<file path="config.mk">
export PLATFORM = sky130hd
export DESIGN_NAME = mist_frame_monitor_flat
export DESIGN_NICKNAME = d
export VERILOG_FILES = /design/src/rtl/mist_frame_monitor_if.sv /design/src/rtl/mist_frame_monitor.sv /design/src/flat_wrapper.sv
export SDC_FILE = /design/constraint.sdc
export NUM_CORES = 1
export LEC_CHECK = 0
export CAP_MARGIN = 30
export CORE_ASPECT_RATIO = 1.2
export CORE_MARGIN = 2
export CORE_UTILIZATION = 49
export DETAILED_ROUTE_END_ITERATION = 12
export PLACE_DENSITY = 0.87
export SYNTH_ARGS = -nofsm -noshare
export SYNTH_HDL_FRONTEND = slang
export SYNTH_SLANG_ARGS = --single-unit
</file>
<file path="constraint.sdc">
create_clock -name clk -period 2.92 [get_ports clk]
set_input_delay 0.292 -clock clk [delete_from_list [all_inputs] [get_ports clk]]
set_output_delay 0.292 -clock clk [all_outputs]
set_load 0.03 [all_outputs]
</file>
<file path="src/rtl/mist_frame_monitor_if.sv">
// Frame monitor signal bundle: raw vertical sync in, frame tracking results out.
// Latency: none, wiring only.
// Backpressure: none; all signals are level/pulse outputs with no handshake.
interface mist_frame_monitor_if;
    logic        vs_in;
    logic        frame_strobe;
    logic [31:0] frame_cnt;
    logic        dump_en;
    logic        sim_done;
    logic [31:0] frame_len;
    logic        frame_len_valid;

    // Monitor side: consumes sync, drives the tracking results.
    modport master (
        input  vs_in,
        output frame_strobe, frame_cnt, dump_en, sim_done, frame_len, frame_len_valid
    );

    // Harness side: drives sync, consumes the tracking results.
    modport slave (
        output vs_in,
        input  frame_strobe, frame_cnt, dump_en, sim_done, frame_len, frame_len_valid
    );
endinterface

</file>
<file path="src/rtl/mist_frame_monitor.sv">
// Frame tracker: counts vsync frames, opens a dump window, requests end of run, measures frame period.
// Latency: frame_strobe/frame_cnt update 2 clk edges after the first edge that samples sync inactive.
// Backpressure: none; free-running observer, results are always valid to sample.
module mist_frame_monitor #(
    parameter int          VS_POL      = 1,
    parameter logic [31:0] DUMP_START  = 32'd0,
    parameter logic [31:0] DUMP_FRAMES = 32'd0,
    parameter logic [31:0] MAXFRAME    = 32'd0
) (
    input  logic                 clk,
    input  logic                 rst,
    mist_frame_monitor_if.master mon
);

    // Inverting an active-low sync up front lets one falling-edge detector serve both polarities.
    localparam logic POL_INV = (VS_POL == 0) ? 1'b1 : 1'b0;

    logic        w_v;
    logic        w_fall;
    logic [31:0] w_cnt_inc;
    logic [31:0] w_wcnt_inc;
    logic        w_done_hit;

    logic        r_s1, r_s2, r_s3;
    logic        r_strobe;
    logic [31:0] r_frame_cnt;
    logic        r_dump_en;
    logic        r_win_used;
    logic [31:0] r_wcnt;
    logic        r_sim_done;
    logic [31:0] r_lc;
    logic [31:0] r_frame_len;
    logic        r_seen_fall;
    logic        r_len_vld;

    assign w_v        = mon.vs_in ^ POL_INV;
    // s1 is the metastability catcher; the edge is taken between s2 and s3.
    assign w_fall     = r_s3 & ~r_s2;
    assign w_cnt_inc  = r_frame_cnt + 32'd1;
    assign w_wcnt_inc = r_wcnt + 32'd1;
    assign w_done_hit = (MAXFRAME != 32'd0) && (w_cnt_inc == MAXFRAME);

    // Synchronise the asynchronous sync input into the clk domain.
    always_ff @(posedge clk or posedge rst) begin
        if (rst) begin
            r_s1 <= 1'b0;
            r_s2 <= 1'b0;
            r_s3 <= 1'b0;
        end else begin
            r_s1 <= w_v;
            r_s2 <= r_s1;
            r_s3 <= r_s2;
        end
    end

    // Frame counting, one-shot dump window and sticky end-of-run; all frozen once sim_done is set.
    always_ff @(posedge clk or posedge rst) begin
        if (rst) begin
            r_strobe    <= 1'b0;
            r_frame_cnt <= 32'd0;
            r_dump_en   <= 1'b0;
            r_win_used  <= 1'b0;
            r_wcnt      <= 32'd0;
            r_sim_done  <= 1'b0;
        end else begin
            r_strobe <= w_fall;
            if (w_fall && !r_sim_done) begin
                r_frame_cnt <= w_cnt_inc;
                if (w_done_hit) begin
                    // Stopping the run takes priority and shuts the window in the same cycle.
                    r_sim_done <= 1'b1;
                    r_dump_en  <= 1'b0;
                end else if (!r_win_used && (r_frame_cnt == DUMP_START)) begin
                    // Compare against the pre-increment count to line up with the dump control.
                    r_dump_en  <= 1'b1;
                    r_win_used <= 1'b1;
                    r_wcnt     <= 32'd0;
                end else if (r_dump_en) begin
                    r_wcnt <= w_wcnt_inc;
                    if ((DUMP_FRAMES != 32'd0) && (w_wcnt_inc == DUMP_FRAMES)) begin
                        r_dump_en <= 1'b0;
                    end
                end
            end
        end
    end

    // Frame period measurement; the first capture after reset is partial and stays flagged invalid.
    always_ff @(posedge clk or posedge rst) begin
        if (rst) begin
            r_lc        <= 32'd0;
            r_frame_len <= 32'd0;
            r_seen_fall <= 1'b0;
            r_len_vld   <= 1'b0;
        end else if (w_fall) begin
            r_frame_len <= r_lc;
            r_lc        <= 32'd1;
            r_seen_fall <= 1'b1;
            if (r_seen_fall) begin
                r_len_vld <= 1'b1;
            end
        end else if (r_lc != 32'hFFFF_FFFF) begin
            r_lc <= r_lc + 32'd1;
        end
    end

    assign mon.frame_strobe    = r_strobe;
    assign mon.frame_cnt       = r_frame_cnt;
    assign mon.dump_en         = r_dump_en;
    assign mon.sim_done        = r_sim_done;
    assign mon.frame_len       = r_frame_len;
    assign mon.frame_len_valid = r_len_vld;

endmodule
</file>
<file path="src/flat_wrapper.sv">
// flat-port wrapper written by rule: the top's interface ports become plain ports
module mist_frame_monitor_flat 
#(
    parameter int          VS_POL      = 1,
    parameter logic [31:0] DUMP_START  = 32'd0,
    parameter logic [31:0] DUMP_FRAMES = 32'd0,
    parameter logic [31:0] MAXFRAME    = 32'd0
)
  (clk, rst, mon_vs_in, mon_frame_strobe, mon_frame_cnt, mon_dump_en, mon_sim_done, mon_frame_len, mon_frame_len_valid);
  mist_frame_monitor_if mon_i ();
  input  logic clk;
  input  logic rst;
  input wire logic [$bits(mon_i.vs_in)-1:0] mon_vs_in;
  output wire logic [$bits(mon_i.frame_strobe)-1:0] mon_frame_strobe;
  output wire logic [$bits(mon_i.frame_cnt)-1:0] mon_frame_cnt;
  output wire logic [$bits(mon_i.dump_en)-1:0] mon_dump_en;
  output wire logic [$bits(mon_i.sim_done)-1:0] mon_sim_done;
  output wire logic [$bits(mon_i.frame_len)-1:0] mon_frame_len;
  output wire logic [$bits(mon_i.frame_len_valid)-1:0] mon_frame_len_valid;
  assign mon_i.vs_in = mon_vs_in;
  assign mon_frame_strobe = mon_i.frame_strobe;
  assign mon_frame_cnt = mon_i.frame_cnt;
  assign mon_dump_en = mon_i.dump_en;
  assign mon_sim_done = mon_i.sim_done;
  assign mon_frame_len = mon_i.frame_len;
  assign mon_frame_len_valid = mon_i.frame_len_valid;
  mist_frame_monitor #(.VS_POL(VS_POL), .DUMP_START(DUMP_START), .DUMP_FRAMES(DUMP_FRAMES), .MAXFRAME(MAXFRAME)) u_core (.clk(clk), .rst(rst), .mon(mon_i));
endmodule
</file>
## Word-level counts from Yosys, hierarchy flattened

Cells that the tools add are included.

- Word-level logic and storage cells: 23
- Register bits: 103

- Reduce and logical (&&, ||, !) cells: 6
- Bitwise logic cells: 2
- Equality and inequality tests: 1
- Muxes and demuxes: 2
- Add/sub/neg operators: 2

Operators by type and width:

| kind | number |
|---|---|
| $add A32 B1 Y32 const B | 2 |
| $mux W32 | 2 |
| $logic_not A32 Y1 | 1 |
| $ne A32 B32 Y1 const B | 1 |
| $reduce_and A2 Y1 | 2 |
| $reduce_bool A2 Y1 | 1 |
| $and A1 B1 Y1 | 1 |
| $logic_and A1 B1 Y1 | 1 |
| $logic_not A1 Y1 | 1 |
| $not A1 Y1 | 1 |

## Logic depth before layout (Yosys ltp)

- Word-level depth: 3
- Mapped depth: 7
- Gate-level depth less buffers: 6

## Least setup slack after synthesis

No wires, ideal clock.

- Path type: register to register
- Start point: register u_core.r_lc[0]
- End point: register u_core.r_lc[25]
- Slack: 0.955 ns
- Path buffers: 1
- Data required time: 2.842 ns
- Cell stages (with the launch flop): 8
- Arrival: 1.887 ns
- Period minus slack after synthesis: 1.965 ns
- Cells stage by stage: dfrtp_1 -> ha_1 -> and2_1 -> and3_1 -> and3_1 -> buf_2 -> or4_1 -> a21oi_1

- Longest elaborated chain between the ends: 3

Ends and longest elaborated chain:

| what | RTL line | RTL |
|---|---|---|
| from (decl) | mist_frame_monitor.sv:31 | `logic [31:0] r_lc;` |
| from (signal assigned) | mist_frame_monitor.sv:103 | `r_lc <= r_lc + 32'd1;` |
| $add A32 B1 Y32 | mist_frame_monitor.sv:103 |  |
| $mux W32 | mist_frame_monitor.sv:102 | `end else if (r_lc != 32'hFFFF_FFFF) begin` |
| $mux W32 | mist_frame_monitor.sv:95 | `end else if (w_fall) begin` |

Several ways; a longest one is shown, not always the timed one. The select of a mux whose other input is x is not followed.
A chain may end at the register's enable or synchronous reset.

## Worst setup path in the final report

- Start point: register u_core.r_lc[4]
- End point: register u_core.r_lc[3]

- Longest elaborated chain between the ends: 2

Ends and longest elaborated chain:

| what | RTL line |
|---|---|
| $ne A32 B32 Y1 | mist_frame_monitor.sv:102 |
| $reduce_bool A2 Y1 (no line) | -- |

Every way passes these cells.

==> impl_metrics.toml <==
[status]
status = "finished, final reports clean"

[worst_hold_path]
hold_class = "reg -> reg"
worst_hold_startpoint = "u_core.r_s1"
whs_path_depth = 0
whs_endpoint = "u_core.r_s2"

[cts]
numCtsBuffers = 9
clk_pin_slew_ns = 0.07
clock_latency_ns = 0.34
cts_sinks = 103
cts_tree = "built"
post_cts_buffers = 0
cts.path.max_buffers = 2
cts_resized = 0
root_buffer = "clkbuf_16"
hold_buffers = 0
cts_max_level = 3

[timing]
slew_headroom_pct = 43.02
min_period_ns = 2.221
tightest_slew_ns = 0.8484
holdWs_ns = 0.3499
setup_tns_ns = 0
skew_ns = 0.009273
final_max_slew_viol_count = 0
finalSetupViolCount = 0
rsz0062_at_grt = "no"
hold_viol = 0
fmax_mhz = 450.2
finalCritPeriodShare_pct = 76.07

[setup_path]
regToRegSetupSlack_ns = 0.70
path_class = "reg -> reg"
cp-end-kind = "flip-flop"
critPathMaxStageDelay_ns = 0.76
rr_endpoint = "u_core.r_lc[3]"
rr_worst_depth = 5
crit_chain = "and4_1, nand3_2, nor4_4, o21ai_0, a21oi_1"
r2r-start = "u_core.r_lc[4]"
arrival_ns = 2.48
cp_slowest_cell = "nor4_4"
cp_data_required_time_ns = 3.18
startpoint_type = "flip-flop"
critical_path.max_fanout = 18
crit_start = "u_core.r_lc[4]"

[synthesis]
synth_cells = 487
synthesis.nets = 493
syn-cell-area_sq_um = 4820
yosys_warnings = 0
synth_edf_count = 0
yosysSeqAreaShare_pct = 53.48
ys_ff_latch = 103
ys_types = 53
avgSynthCellArea_sq_um = 9.897
async_flop_share_pct = 100.0
synth-main-ff-cell = "dfrtp_1"

[global_route]
grt_max_degree = 104
first_global_vias = 3754
grt_pass1_wl_mm = 17.84
grt_usage_pct = 21.00
grt.overflow.total = 0
antenna_found_initial = 0

[floorplan]
die_area_sq_um = 10650
die_width_microns = 94.54
io_pins = 71
die_h_microns = 112.6
rows = 39
initial_core_util_pct = 50.39
coreArea_sq_um = 9564

[placement]
place_congestion = 0.8307
dp_hpwl_mm = 7.209
io_buffers = 69
place_area_sq_um = 5598
numPlacedInstances = 663

[pwr]
p_leak_nw = 2.709
ir_worst_vdd_mv = 0.4081
p_per_area_nw_per_um2 = 584.1

[drt]
drt_iter0_markers = 159
vias = 3881
wl_per_cell_microns = 15.54
drt_wl_total_mm = 10.55
via_per_inst = 5.716
drtAntennaViolNets = 0
first_pass_iters = 4
drc = 0

[finish]
area_growth_syn_to_layout_pct = 23.26
finalInstanceArea_sq_um = 5941
diodes = 0
final_common_cell = "nand2_1"
nets = 557
multiInputGateArea_sq_um = 2081
layoutNonFillerInstCount = 679
seq_area_sq_um = 2577
drive_gt1_share_pct = 7.914
final_cell_mix = "nand2_1 (130), dfrtp_1 (103), clkdlybuf4s50_1 (69)"
nFillCells = 784
final_util_pct = 62.11

[job]
max_cap_violations = 0
[flip-flops by register name, indices dropped and copies added (netlist names)]
name / flops
u_core.mon.frame_cnt: 32
u_core.mon.frame_strobe: 1
u_core.r_s2: 1
u_core.r_s1: 1
u_core.r_s3: 1
u_core.mon.frame_len: 32
u_core.r_lc: 32
u_core.mon.frame_len_valid: 1
u_core.r_win_used: 1
u_core.r_seen_fall: 1
[where the power goes]
part	switching, mW	internal [mW]	total [mW]
Clock	0.524	0.823	1.35
Sequential	0.104	1.51	1.62
Combinational	0.314	0.192	0.505
[metrics by stage]
step	power [mW]	setup slack (ns)
floorplan	1.943	0.9551
global placement	2.129	0.8451
global route	3.611	0.4920
finish	3.470	0.6989
detailed placement	2.144	0.7227
CTS	3.490	0.6979
[area by class of cell]
type | count | area share [%]
Sequential cell | 103 | 43.39
Tap cell | 123 | 2.591
Inverter | 7 | 0.5055
Clock inverter | 4 | 1.285
Multi-Input combinational cell | 354 | 35.03
Timing Repair Buffer | 76 | 12.72
Clock buffer | 12 | 4.486
[critical path, delay by kind of cell, from the launching register on]
kind	cells	cell delay, ns
compound gates	2	0.39
simple gates	3	1.32
flops	1	0.43
[per-layer routing]
layer / vias up / global-route usage [%] / part of all wire [%]
met5: - / 0 / 0
met4: 0 / 7.343 / 1.6
met3: 12 / 4.161 / 4.0
met2: 99 / 34.76 / 51
met1: 1938 / 27.52 / 43
li1: 1832 / - / -
[worst max path at each step]
stage / end / slack (ns) / cells after the start
detailed placement: u_core.r_lc[3] / 0.72 / 5
floorplan: u_core.r_lc[25] / 0.96 / 7
global route: u_core.r_lc[3] / 0.49 / 5
global placement: u_core.r_lc[13] / 0.85 / 5
finish: u_core.r_lc[3] / 0.70 / 5
CTS: u_core.r_lc[3] / 0.70 / 5
[Yosys cell counts (all sizes together), types with 2 or more instances]
| library cell | count | area (sq um) |
|---|---|---|
| nand4 | 18 | 142.6 |
| nand2 | 130 | 488.0 |
| nand3b | 2 | 15.01 |
| o31ai | 13 | 97.59 |
| and2 | 8 | 52.55 |
| clkbuf | 7 | 27.52 |
| dfrtp | 103 | 2577 |
| and3 | 18 | 123.9 |
| a21oi | 20 | 100.1 |
| and4 | 8 | 72.57 |
| inv | 7 | 26.28 |
| a31oi | 5 | 31.28 |
| nand3 | 16 | 85.08 |
| or4 | 14 | 105.1 |
| nor3 | 5 | 30.03 |
| o21ai | 9 | 45.04 |
| or3 | 3 | 20.02 |
| nor4 | 9 | 77.57 |
| nor2 | 14 | 52.55 |
| xnor2 | 27 | 236.5 |
| o41ai | 2 | 17.52 |
| xor2 | 8 | 70.07 |
| a41o | 6 | 61.31 |
| buf | 15 | 95.09 |
| nand4b | 2 | 17.52 |
| nand2b | 4 | 25.02 |
| ha | 3 | 37.54 |
[cell families (layout without fill, tap and decap cells)]
| kind of cell | Yosys count | count (layout) | share of synthesized area [%] |
|---|---|---|---|
| AND/OR/NAND/NOR | 255 | 255 | 27.78 |
| AO/OA/AOI/OAI | 60 | 60 | 8.178 |
| XOR/XNOR | 35 | 35 | 6.360 |
| other | 1 | 1 | 0.07781 |
| flip-flops | 103 | 103 | 53.48 |
| adder cells (fa/ha/maj) | 3 | 3 | 0.7789 |
| buffers and inverters | 30 | 99 | 3.349 |
Power figures use the tool's default switching activity.
